<file path="src/rtl/proc_pkg.sv">
// Shared definitions for the processor memory-port logic: arbiter FSM
// state encoding and the transaction-owner constants.
package proc_pkg;

  typedef enum logic [1:0] {
    ARB_IDLE  = 2'd0,
    ARB_ISSUE = 2'd1,
    ARB_RESP  = 2'd2,
    ARB_DONE  = 2'd3
  } arb_state_t;

  localparam logic OWN_CPU = 1'b0;
  localparam logic OWN_DMA = 1'b1;

endpackage

</file>
<file path="src/rtl/mem_port_arbiter.sv">
// Arbitrates the single-port data memory between the CPU control unit and a
// DMA/program-loader requester. Every access is a fixed four-cycle
// IDLE -> ISSUE -> RESP -> DONE sequence. The CPU has fixed priority, but a
// starvation counter forces a DMA grant once the CPU has won MAX_BURST times
// in a row while DMA was waiting.
module mem_port_arbiter
  import proc_pkg::*;
#(
  parameter int DATA_W    = 32,
  parameter int ADDR_W    = 10,
  parameter int MAX_BURST = 4
) (
  input  logic              clk,
  input  logic              reset,
  input  logic              cpu_req,
  input  logic              cpu_we,
  input  logic [ADDR_W-1:0] cpu_addr,
  input  logic [DATA_W-1:0] cpu_wdata,
  output logic              cpu_ack,
  output logic [DATA_W-1:0] cpu_rdata,
  input  logic              dma_req,
  input  logic              dma_we,
  input  logic [ADDR_W-1:0] dma_addr,
  input  logic [DATA_W-1:0] dma_wdata,
  output logic              dma_ack,
  output logic [DATA_W-1:0] dma_rdata,
  output logic              mem_en,
  output logic              mem_we,
  output logic [ADDR_W-1:0] mem_addr,
  output logic [DATA_W-1:0] mem_wdata,
  input  logic [DATA_W-1:0] mem_rdata,
  output logic              owner_dma
);

  localparam logic [3:0] BURST_LIMIT = 4'(MAX_BURST);

  arb_state_t        state_reg, state_next;
  logic [3:0]        starve_cnt_reg, starve_cnt_next;
  logic [DATA_W-1:0] rdata_reg, rdata_next;
  logic              mem_en_next, mem_we_next;
  logic [ADDR_W-1:0] mem_addr_next;
  logic [DATA_W-1:0] mem_wdata_next;
  logic              owner_next;
  logic              cpu_ack_next, dma_ack_next;
  logic              grant_dma;

  // Both requesters see the captured word; only the acked side consumes it.
  assign cpu_rdata = rdata_reg;
  assign dma_rdata = rdata_reg;

  // Next-state, arbitration and registered-output decode.
  always_comb begin
    state_next      = state_reg;
    starve_cnt_next = starve_cnt_reg;
    rdata_next      = rdata_reg;
    mem_en_next     = 1'b0;
    mem_we_next     = 1'b0;
    mem_addr_next   = mem_addr;
    mem_wdata_next  = mem_wdata;
    owner_next      = owner_dma;
    cpu_ack_next    = 1'b0;
    dma_ack_next    = 1'b0;
    grant_dma       = dma_req && (!cpu_req || (starve_cnt_reg == BURST_LIMIT));

    case (state_reg)
      ARB_IDLE: begin
        owner_next = OWN_CPU;
        if (!dma_req) begin
          starve_cnt_next = 4'd0;
        end
        if (cpu_req || dma_req) begin
          state_next  = ARB_ISSUE;
          mem_en_next = 1'b1;
          if (grant_dma) begin
            mem_we_next     = dma_we;
            mem_addr_next   = dma_addr;
            mem_wdata_next  = dma_wdata;
            owner_next      = OWN_DMA;
            starve_cnt_next = 4'd0;
          end else begin
            mem_we_next    = cpu_we;
            mem_addr_next  = cpu_addr;
            mem_wdata_next = cpu_wdata;
            owner_next     = OWN_CPU;
            if (dma_req) begin
              starve_cnt_next = (starve_cnt_reg >= BURST_LIMIT) ?
                                BURST_LIMIT : starve_cnt_reg + 4'd1;
            end
          end
        end
      end
      ARB_ISSUE: begin
        // Memory samples the access at the end of this cycle.
        state_next = ARB_RESP;
      end
      ARB_RESP: begin
        rdata_next   = mem_rdata;
        cpu_ack_next = (owner_dma == OWN_CPU);
        dma_ack_next = (owner_dma == OWN_DMA);
        state_next   = ARB_DONE;
      end
      ARB_DONE: begin
        owner_next = OWN_CPU;
        state_next = ARB_IDLE;
      end
      default: state_next = ARB_IDLE;
    endcase
  end

  // State and output registers; reset abandons any transaction in flight.
  always_ff @(posedge clk) begin
    if (reset) begin
      state_reg      <= ARB_IDLE;
      starve_cnt_reg <= 4'd0;
      rdata_reg      <= '0;
      mem_en         <= 1'b0;
      mem_we         <= 1'b0;
      mem_addr       <= '0;
      mem_wdata      <= '0;
      owner_dma      <= 1'b0;
      cpu_ack        <= 1'b0;
      dma_ack        <= 1'b0;
    end else begin
      state_reg      <= state_next;
      starve_cnt_reg <= starve_cnt_next;
      rdata_reg      <= rdata_next;
      mem_en         <= mem_en_next;
      mem_we         <= mem_we_next;
      mem_addr       <= mem_addr_next;
      mem_wdata      <= mem_wdata_next;
      owner_dma      <= owner_next;
      cpu_ack        <= cpu_ack_next;
      dma_ack        <= dma_ack_next;
    end
  end

endmodule

</file>
<file path="config.mk">
export PLATFORM = sky130hd
export DESIGN_NAME = mem_port_arbiter
export DESIGN_NICKNAME = d
export VERILOG_FILES = /design/src/rtl/proc_pkg.sv /design/src/rtl/mem_port_arbiter.sv
export SDC_FILE = /design/constraint.sdc
export NUM_CORES = 1
export LEC_CHECK = 0
export BUFFER_PORTS_ARGS = -buffer_cell sky130_fd_sc_hd__clkbuf_2
export CAP_MARGIN = 0
export CORE_MARGIN = 2
export CORE_UTILIZATION = 30
export CTS_BUF_LIST = sky130_fd_sc_hd__clkbuf_4
export CTS_CLUSTER_SIZE = 14
export DETAILED_ROUTE_END_ITERATION = 8
export SLEW_MARGIN = 5
export SYNTH_ARGS = -nofsm -noshare
export SYNTH_HDL_FRONTEND = slang
export SYNTH_SLANG_ARGS = --single-unit
</file>
<file path="constraint.sdc">
create_clock -name clk -period 2.04 [get_ports clk]
set_input_delay 0.306 -clock clk [delete_from_list [all_inputs] [get_ports clk]]
set_output_delay 0.306 -clock clk [all_outputs]
set_load 0.05 [all_outputs]
</file>
==> results of run 1 <==
[final cells by class]
type | instances | share of cell area [%]
diodes | 1 | 0.0439
clock buffers | 9 | 1.18
clock inverters | 7 | 1.29
inverters | 5 | 0.329
multi-input cells | 269 | 39.7
flip-flops and latches | 85 | 29.8
well taps | 184 | 4.04
repair buffers | 248 | 23.6
[worst reg2reg max path, stage by stage (launching register included)]
cell     delay (ns)
dfxtp_1        0.35
inv_1          0.12
ha_1           0.27
buf_4          0.31
o21a_1         0.18
buf_4          0.29
nor2_1         0.10
nor4_2         0.15
[cell usage in the layout (no fill, tap or decap), types with 2 or more instances in the layout]
cell and instances:
dfxtp_1 85, o21a_1 2, nor2_1 78, nor4_2 42, mux2i_1 33, clkbuf_2 231, clkinv_2 2, nor3b_1 2
a211oi_1 25, inv_6 2, a21oi_1 3, a211oi_2 18, buf_12 5, clkbuf_4 9, inv_1 5, and3b_1 2
ha_1 5, buf_4 12, and4b_1 42, nand2b_1 2
[power by group through the flow]
stage / logic, W / registers (W) / clock network (W)
5_1_grt: 0.00510 / 0.00247 / 0.00114
3_3_place_gp: 0.00478 / 0.00244 / 0
4_1_cts: 0.00485 / 0.00242 / 0.00107
3_5_place_dp: 0.00485 / 0.00246 / 0
6_report: 0.00481 / 0.00241 / 0.000997
2_1_floorplan: 0.00237 / 0.00392 / 0
[layer usage]
metal  share of wire [%]  vias to the layer above
met4                 2.1                        0
met3                 6.8                       17
met2                  48                      172
met1                  43                     1864
li1                    -                     1933
met5                   0                        -
[through the flow]
step / cell area, um^2 / hold WS (ns) / instances / total power [W]
global placement: 5560 / 0.476 / 791 / 0.00722
detailed placement: 5560 / 0.483 / 791 / 0.00731
CTS: 5700 / 0.0313 / 807 / 0.00834
global route: 5710 / 0.0431 / 808 / 0.00871
floorplan: 4490 / 0.453 / 438 / 0.00629
finish: 5710 / 0.0839 / 808 / 0.00822
[cell families (layout without fill, tap and decap cells)]
group                      count (synthesis)  count (layout)
and+or+nand+nor                          177             177
DFF                                       85              85
buffers and inverters                     84             269
AOI/OAI and AO/OA                         53              53
muxes                                     33              33
adders and majority gates                  6               6
other                                      0               1
[Yosys cell counts (2+ instances only)]
library cell,number
o21a_1,2
buf_2,15
dfxtp_1,85
mux2i_1,33
and4b_1,42
nor4_2,42
ha_1,6
nor3b_1,2
inv_1,5
a211oi_1,25
a211oi_2,18
and3b_1,2
buf_6,8
nand2b_1,2
a21oi_1,3
nor2_1,78
buf_4,36
buf_1,2
clkbuf_1,18
[how the worst max path moves through the flow]
stage / startpoint / end / slack [ns] / depth (start not counted)
6_report: state_reg[0]$_SDFFE_PP0P_ / mem_wdata[12]$_SDFFE_PP0N_ / 0.19 / 7
5_1_grt: state_reg[0]$_SDFFE_PP0P_ / mem_wdata[11]$_SDFFE_PP0N_ / 0.007 / 7
4_1_cts: state_reg[0]$_SDFFE_PP0P_ / mem_wdata[25]$_SDFFE_PP0N_ / 0.19 / 7
3_5_place_dp: state_reg[0]$_SDFFE_PP0P_ / mem_wdata[25]$_SDFFE_PP0N_ / 0.21 / 7
3_3_place_gp: state_reg[0]$_SDFFE_PP0P_ / mem_wdata[12]$_SDFFE_PP0N_ / 0.31 / 7
2_1_floorplan: state_reg[0]$_SDFFE_PP0P_ / state_reg[1]$_SDFFE_PP0P_ / 0.55 / 6
==> impl_metrics.csv, run 1 <==
group,metric,value,unit
cts,cts.hold.buffers_added,0,
placed_design,dp_slack,0.210,ns
yosys,synth_area,4490,um^2
detailed_routing,ant_nets,0,
pwr,power_density,1440,nW/um^2
sta,fin_ws,0.190,ns
detailed_routing,wl,12500,um
yosys,synth_area_leaders,"dfxtp_1 38%, nor4_2 12%, and4b_1 9.4%",
pwr,p_switching,0.00442,W
cts,cts-root-buf,"clkbuf_4",
floorplanning,dieArea,16000,um^2
run_status,outcome,"completed",
min_path,hold_start,"mem_rdata[17]",
detailed_routing,routedWlPerCell,15.5,um
cts,post_cts_buffers,0,
setup_path,startpoint_type,"flop",
detailed_routing,num_vias,3986,
detailed_routing,drt_iter0_markers,124,
yosys,avgSynthCellArea,10.3,um^2
pwr,internal_power,0.00380,W
yosys,synth_cell_types,33,
yosys,syn_nets,566,
sta,finalCritPeriodShare,90.7,%
grt,grt_overflow,0,
setup_path,cp_data_required_time,2.40,ns
sta,rsz0062_at_grt,"false",
yosys,synth_edf_count,0,
cts,clk_pin_slew_worst_paths,0.15,ns
yosys,synthArstFlopShare,0,%
yosys,yosys_warnings,0,
flow_run,drv_cap,0,
grt,busiest_layer,"met2",
cts,cts.sinks,85,
setup_path,cp_max_fo,26,
yosys,ys_ff_latch,85,
grt,use_met3,3.67,%
pwr,p_comb_share,58.5,%
finish,nets,746,
finish,drive_gt1_share,52.6,%
placed_design,dp_hpwl,9210,um
pwr,p_leak,2.60,nW
yosys,synthSimpleGateAreaFrac,30.4,%
min_path,min_path_cells,3,
yosys,synthAdderAreaFrac,1.67,%
cts,htree_levels,3,
detailed_routing,viasPerCell,4.93,
finish,nFillCells,1450,
setup_path,worst_setup_path_end_kind,"flop",
cts,cts_buffer_depth,2,
sta,max_clock_freq,0.541,GHz
sta,setup_tns,0,ns
floorplanning,die_x,126,um
yosys,yosys_most_used_dff,"dfxtp_1",
pwr,switching_share,53.8,%
min_path,hold_path_end,"cpu_rdata[17]$_SDFFE_PP0P_",
sta,skew,0.0244,ns
setup_path,rr_worst_depth,7,
sta,slew_headroom,57.3,%
grt,gr-usage-met1,18.3,%
grt,grt_max_degree,50,
finish,area_growth,27.0,%
grt,grt_usage,15.3,%
setup_path,arrival,2.21,ns
detailed_routing,drc_errors,0,
sta,finalHoldViolations,0,
finish,multi_input_area,2260,um^2
cts,cts-resized-gates,0,
yosys,synth-compound-area-share,10.9,%
grt,grt_pass1_wl,19600,um
yosys,synth.mux.area_fraction,7.35,%
floorplanning,core_area,14600,um^2
floorplanning,die_h,126,um
yosys,synth-seq-area-share,37.9,%
sta,setup_violations,0,
floorplanning,start_util,30.8,%
sta,worst_slew_pin_slew,0.638,ns
setup_path,crit_chain,"inv_1, ha_1, buf_4, o21a_1, buf_4, nor2_1, nor4_2",
sta,finalMaxSlewViolations,0,
detailed_routing,first_pass_iters,4,
cts,tritoncts,"yes",
grt,grt_antenna_before_repair,1,
min_path,hp-class,"primary input to flop",
yosys,yosysTopAreaCell,"dfxtp_1",
setup_path,r2r-start,"state_reg[0]$_SDFFE_PP0P_",
pwr,pwr-share-seq,29.4,%
sta,fin_crit,1.85,ns
setup_path,path_class,"flop to flop",
setup_path,timing.critical_path.mode_cell,"buf_4",
setup_path,cpMaxStageDelayCell,"dfxtp_1",
yosys,postSynthCellCount,438,
cts,cts_buffers,9,
setup_path,critical-path-top-delay-family,"buffers and inverters",
setup_path,regToRegSetupSlack,0.19,ns
setup_path,critical_path.max_stage_delay,0.35,ns
yosys,synth_top_family_by_area,"simple AND/OR/NAND/NOR gates",
grt,grt_pass1_vias,3898,
setup_path,cp_num_buf_inv,3,
floorplanning,row_count,44,
placed_design,port_buffers,232,
pwr,vdd_ir_drop_max,0.528,mV
grt,use_met2,26.2,%
yosys,synth_xor_area_share,0,%
finish,fin_util,39.1,%
cts,clock_latency,0.45,ns
placed_design,gp_congestion,0.743,
setup_path,rr_endpoint,"mem_wdata[12]$_SDFFE_PP0N_",
pwr,p_clk_share,12.1,%
finish,register_area,1700,um^2
yosys,synth.top_cell.area_share,37.9,%
floorplanning,pin_count,233,
Note: power is estimated with default switching activity, not from simulation.
==> inputs of run 2 (changes only) <==
Clock period 2.04 ns to 1.7 ns, I/O delays scaled along.
==> impl_metrics.csv, run 2 (same netlist as run 1, synthesis figures left out) <==
group,metric,value,unit
sta,fin_ws,0.0980,ns
floorplanning,dieArea,16000,um^2
pwr,internal_power,0.00493,W
detailed_routing,wl,12700,um
detailed_routing,drt_iter0_markers,98,
finish,nFillCells,1448,
min_path,hold_path_end,"cpu_rdata[30]$_SDFFE_PP0P_",
sta,whs,0.0489,ns
finish,area_growth,32.8,%
setup_path,worst_setup_path_end_kind,"flop",
pwr,p_leak,2.70,nW
detailed_routing,routedWlPerCell,15.5,um
grt,grt_pass1_vias,4048,
cts,clock_latency,0.45,ns
pwr,p_clk_share,14.2,%
grt,grt_overflow,0,
grt,grt_usage,15.6,%
floorplanning,start_util,30.8,%
sta,slew_headroom,74.5,%
setup_path,r2r-start,"starve_cnt_reg[0]$_SDFFE_PP0N_",
sta,setup_violations,0,
setup_path,rr_worst_depth,6,
flow_run,drv_cap,0,
placed_design,port_buffers,232,
floorplanning,pin_count,233,
detailed_routing,num_vias,4012,
floorplanning,core_area,14600,um^2
grt,grt_pass1_wl,19900,um
sta,finalCritPeriodShare,94.2,%
detailed_routing,viasPerCell,4.87,
sta,fin_crit,1.60,ns
setup_path,cp_data_required_time,2.05,ns
finish,nets,762,
cts,cts.sinks,85,
sta,worst_slew_pin_slew,0.377,ns
pwr,pwr-share-seq,28.3,%
setup_path,path_class,"flop to flop",
setup_path,regToRegSetupSlack,0.1,ns
finish,final_cell_mix,"231 x clkbuf_2, 85 x dfxtp_1, 78 x nor2_1",
finish,layout_commonest_cell,"clkbuf_2",
grt,grt_antenna_before_repair,1,
floorplanning,die_h,126,um
pwr,p_comb_share,57.5,%
finish,drive_gt1_share,51.2,%
min_path,min_path_cells,3,
sta,max_clock_freq,0.624,GHz
detailed_routing,drc_errors,0,
cts,htree_levels,3,
placed_design,dp_slack,0.0276,ns
pwr,power_density,1720,nW/um^2
setup_path,cp_max_fo,23,
floorplanning,die_x,126,um
run_status,outcome,"completed",
pwr,p_switching,0.00530,W
sta,finalMaxSlewViolations,0,
setup_path,startpoint_type,"flop",
cts,clk_pin_slew_worst_paths,0.13,ns
sta,finalHoldViolations,0,
pwr,switching_share,51.8,%
sta,setup_tns,0,ns
min_path,hold_start,"mem_rdata[30]",
pwr,vdd_ir_drop_max,0.569,mV
detailed_routing,first_pass_iters,4,
setup_path,rr_endpoint,"mem_addr[4]$_SDFFE_PP0N_",
sta,rsz0062_at_grt,"false",
cts,cts_buffers,9,
cts,cts-root-buf,"clkbuf_4",
placed_design,gp_congestion,0.739,
floorplanning,row_count,44,
cts,tritoncts,"yes",
detailed_routing,ant_nets,0,
placed_design,dp_hpwl,8980,um
grt,grt_max_degree,47,
setup_path,arrival,1.95,ns
min_path,hp-class,"primary input to flop",
cts,cts_buffer_depth,2,
sta,skew,0.0167,ns
run 2: critical path, cell delays in order (launching register included):
cell and delay, ns:
dfxtp_1 0.35, inv_1 0.08, ha_2 0.21, nand4b_4 0.19, buf_12 0.22, and4b_1 0.18
nor4_2 0.26
run 2: per-layer routing:
| metal | vias to the layer above | part of all wire (%) | global-route usage (%) |
|---|---|---|---|
| met1 | 1874 | 41 | 17.5 |
| met4 | 0 | 1.3 | 5.04 |
| met2 | 158 | 51 | 28.7 |
| met3 | 10 | 6.4 | 4.05 |
| met5 | - | 0 | 0 |
| li1 | 1970 | - | - |
run 2: power by group through the flow:
stage          logic, W  clock network, W  registers (W)
4_1_cts         0.00591           0.00154        0.00290
5_1_grt         0.00624           0.00161        0.00297
3_5_place_dp    0.00588                 0        0.00295
2_1_floorplan   0.00284                 0        0.00471
6_report        0.00588           0.00145        0.00290
3_3_place_gp    0.00578                 0        0.00292
run 2: layout make-up:
cell class	instances	area [um^2]	share of cell area, %
Antenna cell	1	2.50	0.0419
Multi-Input combinational cell	269	2270	38.0
Tap cell	184	230	3.86
Clock buffer	9	67.6	1.13
Sequential cell	85	1700	28.5
Timing Repair Buffer	264	1560	26.2
Clock inverter	7	114	1.91
Inverter	5	18.8	0.315
run 2: worst max path at each step:
stage / cells after the start / startpoint / to / slack (ns)
final: 6 / starve_cnt_reg[0]$_SDFFE_PP0N_ / mem_addr[4]$_SDFFE_PP0N_ / 0.1
after CTS: 5 / state_reg[0]$_SDFFE_PP0P_ / mem_addr[4]$_SDFFE_PP0N_ / 0.009
after floorplan: 6 / state_reg[0]$_SDFFE_PP0P_ / state_reg[1]$_SDFFE_PP0P_ / 0.21
after global routing: 6 / starve_cnt_reg[0]$_SDFFE_PP0N_ / mem_wdata[19]$_SDFFE_PP0N_ / 0.02
after global placement: 5 / state_reg[0]$_SDFFE_PP0P_ / mem_wdata[1]$_SDFFE_PP0N_ / 0.11
after detailed placement: 5 / state_reg[0]$_SDFFE_PP0P_ / mem_wdata[2]$_SDFFE_PP0N_ / 0.03
run 2: stage by stage:
step           instances  power (W)  instance area, um^2  util [%]
2_1_floorplan        438    0.00755                 4490         -
3_3_place_gp         790    0.00871                 5600      38.4
3_5_place_dp         790    0.00883                 5600      38.4
4_1_cts              823     0.0104                 5960      40.8
5_1_grt              824     0.0108                 5970      40.9
6_report             824     0.0102                 5970      40.9
run 2: repair_timing:
item | CTS | global route
hold buffers | 17 | 0
hold endpoints to repair | 17 | 0
gates resized for setup | 0 | 3
buffers inserted | 0 | 0
endpoints found under the setup margin | 0 | 42
==> inputs of run 3 (changes only) <==
Settings changed: CORE_UTILIZATION 30 to 40, PLACE_DENSITY set to 0.75.
Clock period 1.7 ns to 1.45 ns, I/O delays scaled along.
==> impl_metrics.csv, run 3 (same netlist as run 1, synthesis figures left out) <==
group,metric,value,unit
run_status,outcome,"complete, but fails checks",
run_status,violations,"negative setup slack",
pwr,p_clk_share,12.6,%
sta,whs,0.0310,ns
setup_path,r2r-start,"starve_cnt_reg[0]$_SDFFE_PP0N_",
sta,finalHoldViolations,0,
detailed_routing,ant_nets,0,
setup_path,path_class,"flop to flop",
sta,slew_headroom,75.1,%
placed_design,gp_congestion,0.802,
finish,area_growth,47.0,%
grt,grt_usage,21.1,%
flow_run,drv_cap,0,
finish,nets,800,
setup_path,crit_start,"starve_cnt_reg[0]$_SDFFE_PP0N_",
floorplanning,core_area,10900,um^2
finish,nFillCells,911,
cts,cts_buffers,9,
grt,grt_pass1_wl,19900,um
pwr,p_comb_share,60.5,%
cts,cts_buffer_depth,2,
finish,layout_commonest_cell,"clkbuf_2",
grt,grt_overflow,0,
detailed_routing,drt_iter0_markers,249,
finish,multi_input_area,2500,um^2
finish,finalNonFillerCells,818,
sta,fin_crit,1.53,ns
finish,final_cell_mix,"232 x clkbuf_2, 83 x dfxtp_1, 78 x nor2_1",
sta,max_clock_freq,0.653,GHz
pwr,p_switching,0.00652,W
floorplanning,start_util,41.3,%
floorplanning,die_h,110,um
pwr,vdd_ir_drop_max,0.981,mV
pwr,switching_share,51.7,%
pwr,p_leak,2.97,nW
setup_path,startpoint_type,"flop",
sta,finalCritPeriodShare,106,%
min_path,hold_start,"mem_rdata[15]",
detailed_routing,wl,13800,um
detailed_routing,num_vias,4287,
setup_path,arrival,1.87,ns
pwr,internal_power,0.00609,W
grt,grt_max_degree,28,
placed_design,dp_hpwl,8950,um
detailed_routing,routedWlPerCell,16.8,um
grt,grt_antenna_before_repair,1,
setup_path,cpMaxStageDelayCell,"dfxtp_2",
setup_path,cp_num_buf_inv,4,
floorplanning,dieArea,12100,um^2
cts,clock_latency,0.44,ns
setup_path,critical_path.max_stage_delay,0.35,ns
placed_design,port_buffers,232,
sta,rsz0062_at_grt,"true",
setup_path,critical-path-top-delay-family,"buffers and inverters",
detailed_routing,drc_errors,0,
cts,clk_pin_slew_worst_paths,0.15,ns
cts,cts-root-buf,"clkbuf_4",
min_path,hp-class,"primary input to flop",
detailed_routing,viasPerCell,5.24,
setup_path,crit_chain,"inv_2, ha_4, nand4b_4, buf_12, buf_6, clkbuf_16, a211oi_4, nor4_2",
pwr,power_density,1910,nW/um^2
sta,fin_ws,-0.0822,ns
finish,drive_gt1_share,56.7,%
sta,finalMaxSlewViolations,0,
pwr,pwr-share-seq,26.9,%
sta,skew,0.0150,ns
floorplanning,die_x,110,um
finish,fin_util,60.7,%
setup_path,cp_max_fo,8,
sta,setup_violations,24,
cts,htree_levels,3,
floorplanning,pin_count,233,
setup_path,cp_data_required_time,1.79,ns
pwr,power,0.0126,W
grt,grt_pass1_vias,4174,
cts,cts.sinks,85,
detailed_routing,first_pass_iters,5,
setup_path,worst_setup_path_end_kind,"flop",
floorplanning,row_count,38,
placed_design,dp.cells,757,
sta,worst_slew_pin_slew,0.368,ns
cts,tritoncts,"yes",
finish,register_area,1700,um^2
==> run 3: cell count changes in the layout (fill, tap and decap cells not counted), sizes merged <==
cell	delta
bufinv	-1
buf	+19
dlygate4sd3	+14
clkbuf	+5
inv	+2
clkinvlp	-1
==> run 3: path summary, 6_finish.rpt <==
path	end	slack (ns)	cells after the start
max	mem_wdata[16]$_SDFFE_PP0N_	-0.08	8
min	cpu_rdata[15]$_SDFFE_PP0P_	0.03	3
max reg2reg	mem_wdata[16]$_SDFFE_PP0N_	-0.08	8
min reg2reg	cpu_ack$_SDFF_PP0_	0.50	1
==> run 3: per-stage QoR <==
| stage | setup WS, ns | instance area, um^2 | setup TNS [ns] |
|---|---|---|---|
| 2_1_floorplan | -0.00654 | 4500 | -0.0528 |
| 3_3_place_gp | -0.0174 | 5680 | -0.146 |
| 3_5_place_dp | -0.101 | 5680 | -2.52 |
| 4_1_cts | -0.0622 | 6350 | -1.83 |
| 5_1_grt | -0.167 | 6610 | -4.87 |
| 6_report | -0.0822 | 6610 | -1.11 |
==> run 3: power groups by stage <==
stage	Clock, W	Combinational, W	Sequential, W
after detailed placement	0	0.00708	0.00344
after CTS	0.00164	0.00731	0.00339
final	0.00158	0.00763	0.00339
after floorplan	0	0.00335	0.00552
after global placement	0	0.00698	0.00340
after global routing	0.00174	0.00806	0.00347
==> run 3: cell type report <==
type,instances,share of cell area [%]
inverters,5,0.284
multi-input cells,269,37.9
diodes,1,0.0379
clock buffers,9,1.02
flip-flops and latches,85,25.8
clock inverters,7,1.46
repair buffers,302,30.8
well taps,140,2.65
==> run 3: routing by layer <==
metal	vias up	share of wire [%]	track usage [%]
met5	-	0	0
met2	160	51	37.8
met3	34	6.1	5.11
met4	0	3.1	9.67
met1	2052	39	23.5
li1	2041	-	-
==> run 3: worst register-to-register path: stages (launching register included) <==
cell and delay [ns]:
dfxtp_2 0.35, inv_2 0.07, ha_4 0.14, nand4b_4 0.11
buf_12 0.17, buf_6 0.13, clkbuf_16 0.17, a211oi_4 0.21
nor4_2 0.07
==> run 3: timing repair <==
action                                  4_1_cts  5_1_grt
resized for setup                            30       20
cloned                                        2        4
endpoints found under the setup margin       48       56
hold buffers                                 29        2
pin swaps                                     4       28
endpoints found under the hold margin        29        2
buffers inserted                              4        4
